==> src/rtl/spi_pkg.sv <==
// Shared types and constants for the SPI master.
package spi_pkg;
  localparam int SPI_BITS        = 8;
  localparam int SPI_CLK_DIV_MIN = 2;

  typedef enum logic [2:0] {
    IDLE, SETUP, HIGH, LOW, TAIL, GUARD, WAIT
  } spi_state_t;
endpackage

==> src/rtl/spi_clk_div.sv <==
// Half-period divider: phase_end ticks on the last clk of each CLK_DIV-cycle phase.
module spi_clk_div #(
  parameter int CLK_DIV = 4
) (
  input  logic clk,
  input  logic rst,
  input  logic en,
  output logic phase_end
);
  localparam logic [7:0] LAST = 8'(CLK_DIV - 1);

  logic [7:0] cnt_q, cnt_d;
  logic       last;

  assign last      = (cnt_q == LAST);
  assign phase_end = en && last;

  // Disabled means held at zero, so enabling it restarts a full phase.
  always_comb begin
    cnt_d = 8'd0;
    if (en && !last) cnt_d = cnt_q + 8'd1;
  end

  always_ff @(posedge clk or negedge rst) begin
    if (!rst) cnt_q <= 8'd0;
    else      cnt_q <= cnt_d;
  end
endmodule

==> src/rtl/spi_master.sv <==
// Mode-0, MSB-first byte SPI master. Define SPI_MASTER_BURST_EN to keep ss
// low between bytes when hold is set.
module spi_master
  import spi_pkg::*;
#(
  parameter int CLK_DIV = 4
) (
  input  logic       clk,
  input  logic       rst,
  input  logic       start,
  input  logic [7:0] tx_data,
  input  logic       hold,
  output logic       busy,
  output logic       done,
  output logic [7:0] rx_data,
  output logic       sck,
  output logic       ss,
  output logic       mosi,
  input  logic       miso
);
  if (CLK_DIV < SPI_CLK_DIV_MIN) begin : g_bad_div
    $error("spi_master: CLK_DIV must be >= 2");
  end

  spi_state_t          state_q;
  logic [SPI_BITS-1:0] tx_q, rx_sh_q, rx_q;
  logic [2:0]          bit_q;
  logic                sck_q, ss_q, mosi_q, busy_q, done_q;
  logic                div_en, pe;

  assign div_en = (state_q != IDLE) && (state_q != WAIT);

  spi_clk_div #(.CLK_DIV(CLK_DIV)) u_div (
    .clk(clk), .rst(rst), .en(div_en), .phase_end(pe)
  );

`ifdef SPI_MASTER_BURST_EN
  logic hold_q;
`else
  logic unused_hold;
  assign unused_hold = hold;
`endif

  always_ff @(posedge clk or negedge rst) begin
    if (!rst) begin
      state_q <= IDLE;
      tx_q    <= '0;
      rx_sh_q <= '0;
      rx_q    <= '0;
      bit_q   <= 3'd0;
      sck_q   <= 1'b0;
      ss_q    <= 1'b1;
      mosi_q  <= 1'b0;
      busy_q  <= 1'b0;
      done_q  <= 1'b0;
`ifdef SPI_MASTER_BURST_EN
      hold_q  <= 1'b0;
`endif
    end else begin
      done_q <= 1'b0;
      case (state_q)
        IDLE: if (start) begin
          tx_q    <= tx_data;
          mosi_q  <= tx_data[7];
          ss_q    <= 1'b0;
          busy_q  <= 1'b1;
`ifdef SPI_MASTER_BURST_EN
          hold_q  <= hold;
`endif
          state_q <= SETUP;
        end
        SETUP, LOW: if (pe) begin
          sck_q   <= 1'b1;
          state_q <= HIGH;
        end
        HIGH: if (pe) begin
          sck_q   <= 1'b0;
          rx_sh_q <= {rx_sh_q[SPI_BITS-2:0], miso};
          bit_q   <= bit_q + 3'd1;
          if (bit_q == 3'd7) state_q <= TAIL;
          else begin
            mosi_q  <= tx_q[SPI_BITS-2];
            tx_q    <= {tx_q[SPI_BITS-2:0], 1'b0};
            state_q <= LOW;
          end
        end
        TAIL: if (pe) begin
          done_q <= 1'b1;
          rx_q   <= rx_sh_q;
          mosi_q <= 1'b0;
`ifdef SPI_MASTER_BURST_EN
          if (hold_q) begin
            busy_q  <= 1'b0;
            state_q <= WAIT;
          end else
`endif
          begin
            ss_q    <= 1'b1;
            state_q <= GUARD;
          end
        end
        GUARD: if (pe) begin
          busy_q  <= 1'b0;
          state_q <= IDLE;
        end
`ifdef SPI_MASTER_BURST_EN
        // ss stays low here; the next byte starts without a guard interval.
        WAIT: if (start) begin
          tx_q    <= tx_data;
          mosi_q  <= tx_data[7];
          hold_q  <= hold;
          busy_q  <= 1'b1;
          state_q <= SETUP;
        end else if (!hold) begin
          ss_q    <= 1'b1;
          busy_q  <= 1'b1;
          state_q <= GUARD;
        end
`endif
        default: state_q <= IDLE;
      endcase
    end
  end

  assign sck     = sck_q;
  assign ss      = ss_q;
  assign mosi    = mosi_q;
  assign busy    = busy_q;
  assign done    = done_q;
  assign rx_data = rx_q;
endmodule

==> config.mk <==
export PLATFORM = sky130hd
export DESIGN_NAME = spi_master
export DESIGN_NICKNAME = d
export VERILOG_FILES = /design/src/rtl/spi_pkg.sv /design/src/rtl/spi_clk_div.sv /design/src/rtl/spi_master.sv
export SDC_FILE = /design/constraint.sdc
export NUM_CORES = 1
export LEC_CHECK = 0
export ABC_AREA = 1
export CORE_MARGIN = 1
export CORE_UTILIZATION = 54
export CTS_CLUSTER_DIAMETER = 120
export DETAILED_ROUTE_END_ITERATION = 6
export GPL_ROUTABILITY_DRIVEN = 0
export PLACE_DENSITY = 0.79
export SYNTH_ARGS = -nofsm -noshare
export SYNTH_HDL_FRONTEND = slang
export SYNTH_SLANG_ARGS = --single-unit
==> constraint.sdc <==
create_clock -name clk -period 2.1 [get_ports clk]
set_clock_uncertainty 0.1 [all_clocks]
set_input_delay 0.42 -clock clk [delete_from_list [all_inputs] [get_ports clk]]
set_output_delay 0.42 -clock clk [all_outputs]
set_load 0.03 [all_outputs]
# After elaboration in Yosys (flattened, before gate mapping)
# Index checks and enable logic that the tools add are counted.
# word_totals
regBits	42
mem_bits_ro	0
input_bits	13
memories	0
output_inout_bits	13
ram_bits	0
latchBits	0
elab_cells	72
# classes
bitwise_logic	0
n_shift	0
reduce_logical	20
multipliers	0
n_addsub	2
muxes	25
div_mod_pow	0
eq_ne	14
order_cmp	0
# ops
cell	n
7-bit 2-to-1 mux	3
3-bit 2-to-1 mux	6
3-bit case mux with 5 select lines	1
7-bit case mux with 2 select lines	1
2-bit inequality test (second input constant)	6
5-bit AND reduction	2
3-bit equality test (second input constant)	3
1-bit 2-to-1 mux	9
3-bit AND reduction	3
8-bit by 1-bit adder with 8-bit output (second input constant)	1
8-bit by 2-bit equality test with 1-bit output (second input constant)	1
8-bit 2-to-1 mux	1
2-bit nonzero test	4
3-bit by 2-bit equality test with 1-bit output (second input constant)	2
1-bit case mux with 2 select lines	3
3-bit nonzero test	2
2-bit AND reduction	2
4-bit AND reduction	1
3-bit by 1-bit adder with 3-bit output (second input constant)	1
3-bit by 1-bit equality test with 1-bit output (second input constant)	1
1-bit logical AND	3
3-bit logical NOT	1
3-bit inequality test (second input constant)	1
1-bit case mux with 3 select lines	1
2 further kinds	2

# Logic depth before layout (Yosys ltp)
# Gate-level depths: netlist of run 1.
# logic_depth
depth_word	5
depth_mapped	9

# Modules after synthesis
# From an unflattened synthesis of run 1, not the netlist that was laid out.
# hier_totals
cells_unflattened	237
area_unflattened_um2	1974.4
# modules_own_cells
module	cells_per_inst	area_each_um2	instances
spi_master	181	1549.0	1
spi_clk_div	56	425.4	1

# Worst setup path after synthesis of run 1
# No wires, ideal clock.
# synth_timing
kind	reg2reg
from	reg bit_q[0]
to	reg tx_q[1]
path_buffers	1
path_slack_ns	0.629
path_stages_with_launch	10
setup_time_ns	0.127
period_less_slack_ns	1.471
t_arrival_ns	1.244
path_cell_list	dfrtp_1 -> ha_1 -> ha_1 -> inv_1 -> nand2_2 -> nand2_1 -> nand2_1 -> buf_6 -> nand2_1 -> o21ai_0
# synth_between
elab_chain_len	3
# synth_rtl
item	line_no	rtl
start, declared	spi_master.sv:27	logic [2:0] bit_q;
start signal, assigned	spi_master.sv:79	bit_q <= bit_q + 3'd1;
3-bit equality test	spi_master.sv:80	if (bit_q == 3'd7) state_q <= TAIL;
2-bit inequality test (no line)	--	
4-bit AND reduction (no line)	--	
end signal, assigned	spi_master.sv:63	tx_q <= tx_data;
end signal, assigned	spi_master.sv:83	tx_q <= {tx_q[SPI_BITS-2:0], 1'b0};
end, declared	spi_master.sv:26	logic [SPI_BITS-1:0] tx_q, rx_sh_q, rx_q;
# Every way passes these cells.
# A chain may end at the register's enable or synchronous reset.

# Worst setup path in the final report of run 1
# layout_timing
from	reg busy_q, in the netlist busy
to	out busy
# layout_lines
item	line_no	rtl
start, declared	spi_master.sv:28	logic sck_q, ss_q, mosi_q, busy_q, done_q;
start signal, assigned	spi_master.sv:54	busy_q <= 1'b0;
start signal, assigned	spi_master.sv:66	busy_q <= 1'b1;
start signal, assigned	spi_master.sv:103	busy_q <= 1'b0;
end, declared	spi_master.sv:13	output logic busy,
# No word-level cell between the ends.

==> results of run 1 <==
-- cell families after synthesis --
logic type | share of synthesized area, %
and+or+nand+nor | 23.92
DFF | 54.82
AOI/OAI and AO/OA | 10.69
buffers and inverters | 7.692
adders and majority gates | 1.956
xor gates and xnor gates | 0.9128
-- power groups by stage --
stage | Combinational, W | Sequential, W | Clock (W)
after floorplan | 0.000596 | 0.00119 | 0
after global placement | 0.000804 | 0.00115 | 0
after detailed placement | 0.000839 | 0.00116 | 0
after CTS | 0.000843 | 0.00114 | 0.000512
after global routing | 0.000968 | 0.00117 | 0.000543
final | 0.000835 | 0.00114 | 0.000501
-- sequential cells by signal (all words and copies together) (netlist names) --
register and cells:
rx_data 8, rx_sh_q 8, u_div.cnt_q 8, tx_q 7, bit_q 3, state_q 3, busy 1, done 1
mosi 1, sck 1, ss 1
-- worst reg2reg max path, cell delays in order, from the launching register on --
cell,delay [ns]
dfrtp_1,0.48
inv_1,0.14
nand3_1,0.30
nor2_1,0.19
buf_4,0.23
inv_1,0.09
nand2_1,0.07
nand2_1,0.05
-- metrics by stage --
step | hold slack (ns) | util (%)
floorplan | 0.02441 | -
global placement | 0.3458 | 64.96
detailed placement | 0.3585 | 64.96
CTS | 0.03573 | 67.19
global route | 0.06657 | 67.26
finish | 0.01500 | 67.26
-- layer usage --
metal  track usage (%)  share of wire (%)  up-vias  wire (µm)
met5                 0                  0        -          0
met4             8.571                1.5        0         51
met3             4.202                2.7        6         92
met2             34.56                 48       17       1661
met1             27.47                 47      702       1628
li1                  -                  -      766          -
-- cell usage after synthesis (3+ instances only) --
| cell | count |
|---|---|
| o21ai_0 | 25 |
| dfrtp_1 | 41 |
| or2_2 | 7 |
| nand3_1 | 10 |
| inv_1 | 26 |
| nand2_1 | 65 |
| nor2_1 | 13 |
| nor3_1 | 3 |
| nand2_2 | 4 |
| o21ai_1 | 4 |
| o21ai_2 | 4 |
| ha_1 | 3 |
| a21oi_1 | 5 |
-- placed cells by master (no fill, tap or decap), types with 2 or more instances in the layout --
cell / Yosys / final
xor2_1: 2 / 2
nand2_1: 65 / 65
nor2_1: 13 / 13
nor3_1: 3 / 3
or2_2: 7 / 7
nor3b_1: 2 / 2
clkbuf_4: 0 / 5
clkbuf_1: 0 / 2
o21ai_1: 4 / 4
dfrtp_1: 41 / 41
o21ai_0: 25 / 25
clkdlybuf4s50_1: 0 / 22
buf_4: 2 / 2
ha_1: 3 / 3
nand2_2: 4 / 4
nand3_1: 10 / 10
inv_1: 26 / 26
inv_2: 2 / 2
a21oi_1: 5 / 5
o21ai_2: 4 / 4
-- final cells by class --
cell class	instances	area (µm²)
fillers	316	1101
flip-flops and latches	42	1052
multi-input cells	149	719.4
repair buffers	26	252.7
inverters	28	105.1
well taps	46	57.56
clock buffers	7	45.04
clock inverters	1	30.03
-- what timing repair did --
item,in CTS,in global routing
endpoints found under the hold margin,0,0
gates resized for setup,0,1
hold buffers,0,0
endpoints found under the setup margin,0,1
-- path summary, 6_finish.rpt --
check / from / endpoint / slack [ns] / cells past startpoint
worst max register to register: state_q[2] / bit_q[2] / 0.36 / 7
min in group clk: u_div.cnt_q[0] / u_div.cnt_q[0] / 0.38 / 1
worst max-delay path: busy / busy / 0.18 / 1
max in group asynchronous: rst / ss / 1.50 / 2
worst min register to register: u_div.cnt_q[0] / u_div.cnt_q[0] / 0.38 / 1
worst min-delay path: rst / tx_q[4] / 0.01 / 2
==> impl_metrics.toml, run 1 <==
[grt]
grt_pass1_wl_um = 5851
grt_pass1_vias = 1356
grt.overflow.total = 0
antenna_found_initial = 0
grt_max_degree = 43
grt_usage_pct = 21.07

[placed_design]
placed_cells = 291
dpl_cell_area_um2 = 2185
dp_slack_ns = 0.2902
dp.final_hpwl_um = 2410
port_buffers = 24

[clock_network]
clock_sinks = 42
clock_path_buffers = 2
cts_tree = "built"
cts-root-buf = "clkbuf_4"
cts_buffers = 5
h-tree-depth = 2
postCtsSetupRepairBufs = 0
clk_pin_slew_ns = 0.12
clock_latency_ns = 0.34

[power]
p_leak_nw = 1.116
finalPower_w = 0.002477
peakVddDrop_uv = 678.4
p_sw_w = 0.0008979
p_seq_share_pct = 46.1
swShare_pct = 36.26
p_int_w = 0.001579
comb_power_share_pct = 33.7
pwr-share-clk_pct = 20.2
cellPowerDensity_nw_per_um2 = 1095

[drt]
drtAntennaViolNets = 0
via_per_inst = 4.987
first_iter_violations = 55
routedWlPerCell_um = 11.49
drc = 0
first_pass_iters = 4
drt_wl_total_um = 3435
vias = 1491

[critical_path]
endpoint_kind = "output pin"
cp.required_ns = 1.58
path_delay_family = "buffers and inverters"
path_cells = "clkdlybuf4s50_1"
critPathMaxFanout = 2
startpoint_type = "flop"
critPathKind = "reg2out"
critPathArrivalTime_ns = 1.40
cp_slowest_cell = "clkdlybuf4s50_1"
critical_path_buf_inv_count = 1
critPathMaxStageDelay_ns = 0.68

[synthesis]
yosysUniqueCellTypes = 22
synth_area_leader_cell = "dfrtp_1"
syn-cell-area_um2 = 1919
synth.top_cell.area_share_pct = 53.46
ys_ff_latch = 42
synth_async_sr_flop_share_pct = 100.0
synth-edff-count = 0
synthTopCellsByArea = "dfrtp_1 (53%), nand2_1 (13%), o21ai_0 (6.5%)"
syn-num-nets = 240
synth_flop_cell = "dfrtp_1"
ys_seq_area_share_pct = 54.82
syn_inst = 224
yosys_warnings = 0
syn_area_per_cell_um2 = 8.568

[sta]
setup_viol = 0
tightest_slew_ns = 0.5205
hold_violations = 0
fin_crit_sh_pct = 91.55
drv_slew = 0
fin_crit_ns = 1.923
rsz0062_at_grt = "false"
finalSetupTns_ns = 0
clock.fmax_ghz = 0.5201
fin_ws_ns = 0.1774
maxSlewHeadroom_pct = 65.30

[floorplan]
die_area_um2 = 3797
core_area_um2 = 3363
io_pins = 26
die_w_um = 61.62
initial_core_util_pct = 57.07
die-height_um = 61.62
rows = 21

[finish]
layout.cells.non_filler = 299
nets = 268
area_growth_pct = 17.86
design_area_um2 = 2262
antenna_cells = 0
layout-drive-gt1-share_pct = 11.07

[status]
status = "completed"

[min_path]
hold_class = "in2async"

[run]
cap_violations = 0
(Power assumes the default switching activity.)
==> inputs of run 2 (changes only) <==
CORE_MARGIN = unset   (was 1)
==> results of run 2 <==
Same layout as run 1: the final DEF is identical, and so are final timing and power.
==> inputs of run 3 (changes only) <==
CAP_MARGIN = 20   (was unset)
CORE_MARGIN = 2   (was unset)
==> run 3 against run 2 <==
Against the previous run:
- global-route usage is 1.6 points lower
- register-to-register slack barely moved
- routed wire length down 4.5%
- utilization is 0.33 points higher
- highest routed layer unchanged
- critical path depth is the same
- clock-buffer cell count shrank 1
- via count decreased by 2.1%
- critical endpoint is now rx_data[0]
- largest power group unchanged
==> impl_metrics.toml, run 3 (synthesis gave the netlist of run 1 again) <==
[status]
status = "completed"

[floorplan]
die_area_um2 = 4048
io_pins = 26
core_area_um2 = 3363
die-height_um = 63.62
die_w_um = 63.62
rows = 21
initial_core_util_pct = 57.07

[power]
peakVddDrop_uv = 568.9
cellPowerDensity_nw_per_um2 = 1052
p_leak_nw = 1.120

[sta]
hold_violations = 0
finalSetupTns_ns = 0
drv_slew = 0
clock.fmax_ghz = 0.5217
setup_viol = 0
rsz0062_at_grt = "false"
fin_crit_ns = 1.917
fin_crit_sh_pct = 91.28
maxSlewHeadroom_pct = 65.43
tightest_slew_ns = 0.5185

[clock_network]
clock_sinks = 42
clock_latency_ns = 0.35
postCtsSetupRepairBufs = 0
h-tree-depth = 2
cts-root-buf = "clkbuf_4"
clk_pin_slew_ns = 0.12
cts_tree = "built"
clock_path_buffers = 2
cts_buffers = 5

[drt]
drtAntennaViolNets = 0
vias = 1459
drc = 0
via_per_inst = 4.863
first_pass_iters = 4
first_iter_violations = 97
routedWlPerCell_um = 10.94
drt_wl_total_um = 3282

[critical_path]
r2r-start = "state_q[0]"
path_depth = 1
path_cells = "clkdlybuf4s50_1"
critPathMaxFanout = 2
critPathKind = "reg2out"
r2r_cells = 8
crit_start = "rx_data[0]"
critPathMaxStageDelay_ns = 0.68
critPathArrivalTime_ns = 1.40
startpoint_type = "flop"
endpoint_kind = "output pin"
cp.required_ns = 1.58
cp_slowest_cell = "clkdlybuf4s50_1"
critical_path_buf_inv_count = 1
path_delay_family = "buffers and inverters"

[run]
cap_violations = 0

[grt]
grt_pass1_wl_um = 5989
grt_max_degree = 23
antenna_found_initial = 0
grt.overflow.total = 0
grt_pass1_vias = 1373
grt_usage_pct = 19.42

[placed_design]
dpl_cell_area_um2 = 2197
dp.final_hpwl_um = 2381
port_buffers = 24

[finish]
layout-drive-gt1-share_pct = 11.81
multi_input_area_um2 = 719.4
final_common_cell = "nand2_1"
seq_area_um2 = 1052
design_area_um2 = 2273
final_cell_mix = "nand2_1 (65), dfrtp_1 (41), inv_1 (26)"
nets = 269
antenna_cells = 0
nFillCells = 313
area_growth_pct = 18.45

[min_path]
hold_path_depth = 1
hp-start = "u_div.cnt_q[0]"
hold_class = "reg2reg"
run 3: worst paths after layout:
| path | slack (ns) | to |
|---|---|---|
| worst max-delay path | 0.18 | rx_data[0] |
| worst min-delay path | 0.37 | u_div.cnt_q[0] |
| worst max register to register | 0.36 | tx_q[5] |
| worst min register to register | 0.37 | u_div.cnt_q[0] |
| max in group asynchronous | 0.96 | state_q[1] |
| min in group asynchronous | 0.46 | tx_q[4] |
run 3: cell type report:
| class | count | area share (%) |
|---|---|---|
| Clock buffer | 6 | 2.256 |
| Clock inverter | 2 | 0.5504 |
| Inverter | 28 | 4.623 |
| Multi-Input combinational cell | 149 | 31.65 |
| Sequential cell | 42 | 46.29 |
| Tap cell | 46 | 2.532 |
| Timing Repair Buffer | 27 | 12.11 |
run 3: layer usage:
| metal | part of all wire (%) | vias to the layer above | global-route usage (%) |
|---|---|---|---|
| met1 | 48 | 665 | 25.36 |
| met5 | 0 | - | 0 |
| li1 | - | 761 | - |
| met4 | 1.5 | 0 | 7.609 |
| met3 | 5.1 | 6 | 6.607 |
| met2 | 45 | 27 | 29.87 |
run 3: repair_timing:
action                     4_1_cts  5_1_grt
gates resized for setup          0        1
hold endpoints to repair        20        0
setup endpoints to repair        0        1
hold buffers                     1        0
run 3: stage by stage:
stage               total power, W  hold WS [ns]  utilization, %  instances  setup WS [ns]
detailed placement        0.001997        0.3230           65.33        291         0.2529
finish                    0.002391        0.3746           67.60        300         0.1830
global route              0.002612        0.3885           67.60        300         0.1080
global placement          0.001962        0.3230           65.33        291         0.3078
CTS                       0.002417        0.3765           67.52        300       0.002244
floorplan                 0.001782       0.02441               -        224         0.6289
run 3: power by group:
| group | total, W | switching, W | internal [W] |
|---|---|---|---|
| clock | 0.000419 | 0.000258 | 0.000161 |
| combinational | 0.000830 | 0.000516 | 0.000315 |
| sequential | 0.00114 | 0.000126 | 0.00102 |
| total | 0.00239 | 0.000900 | 0.00149 |
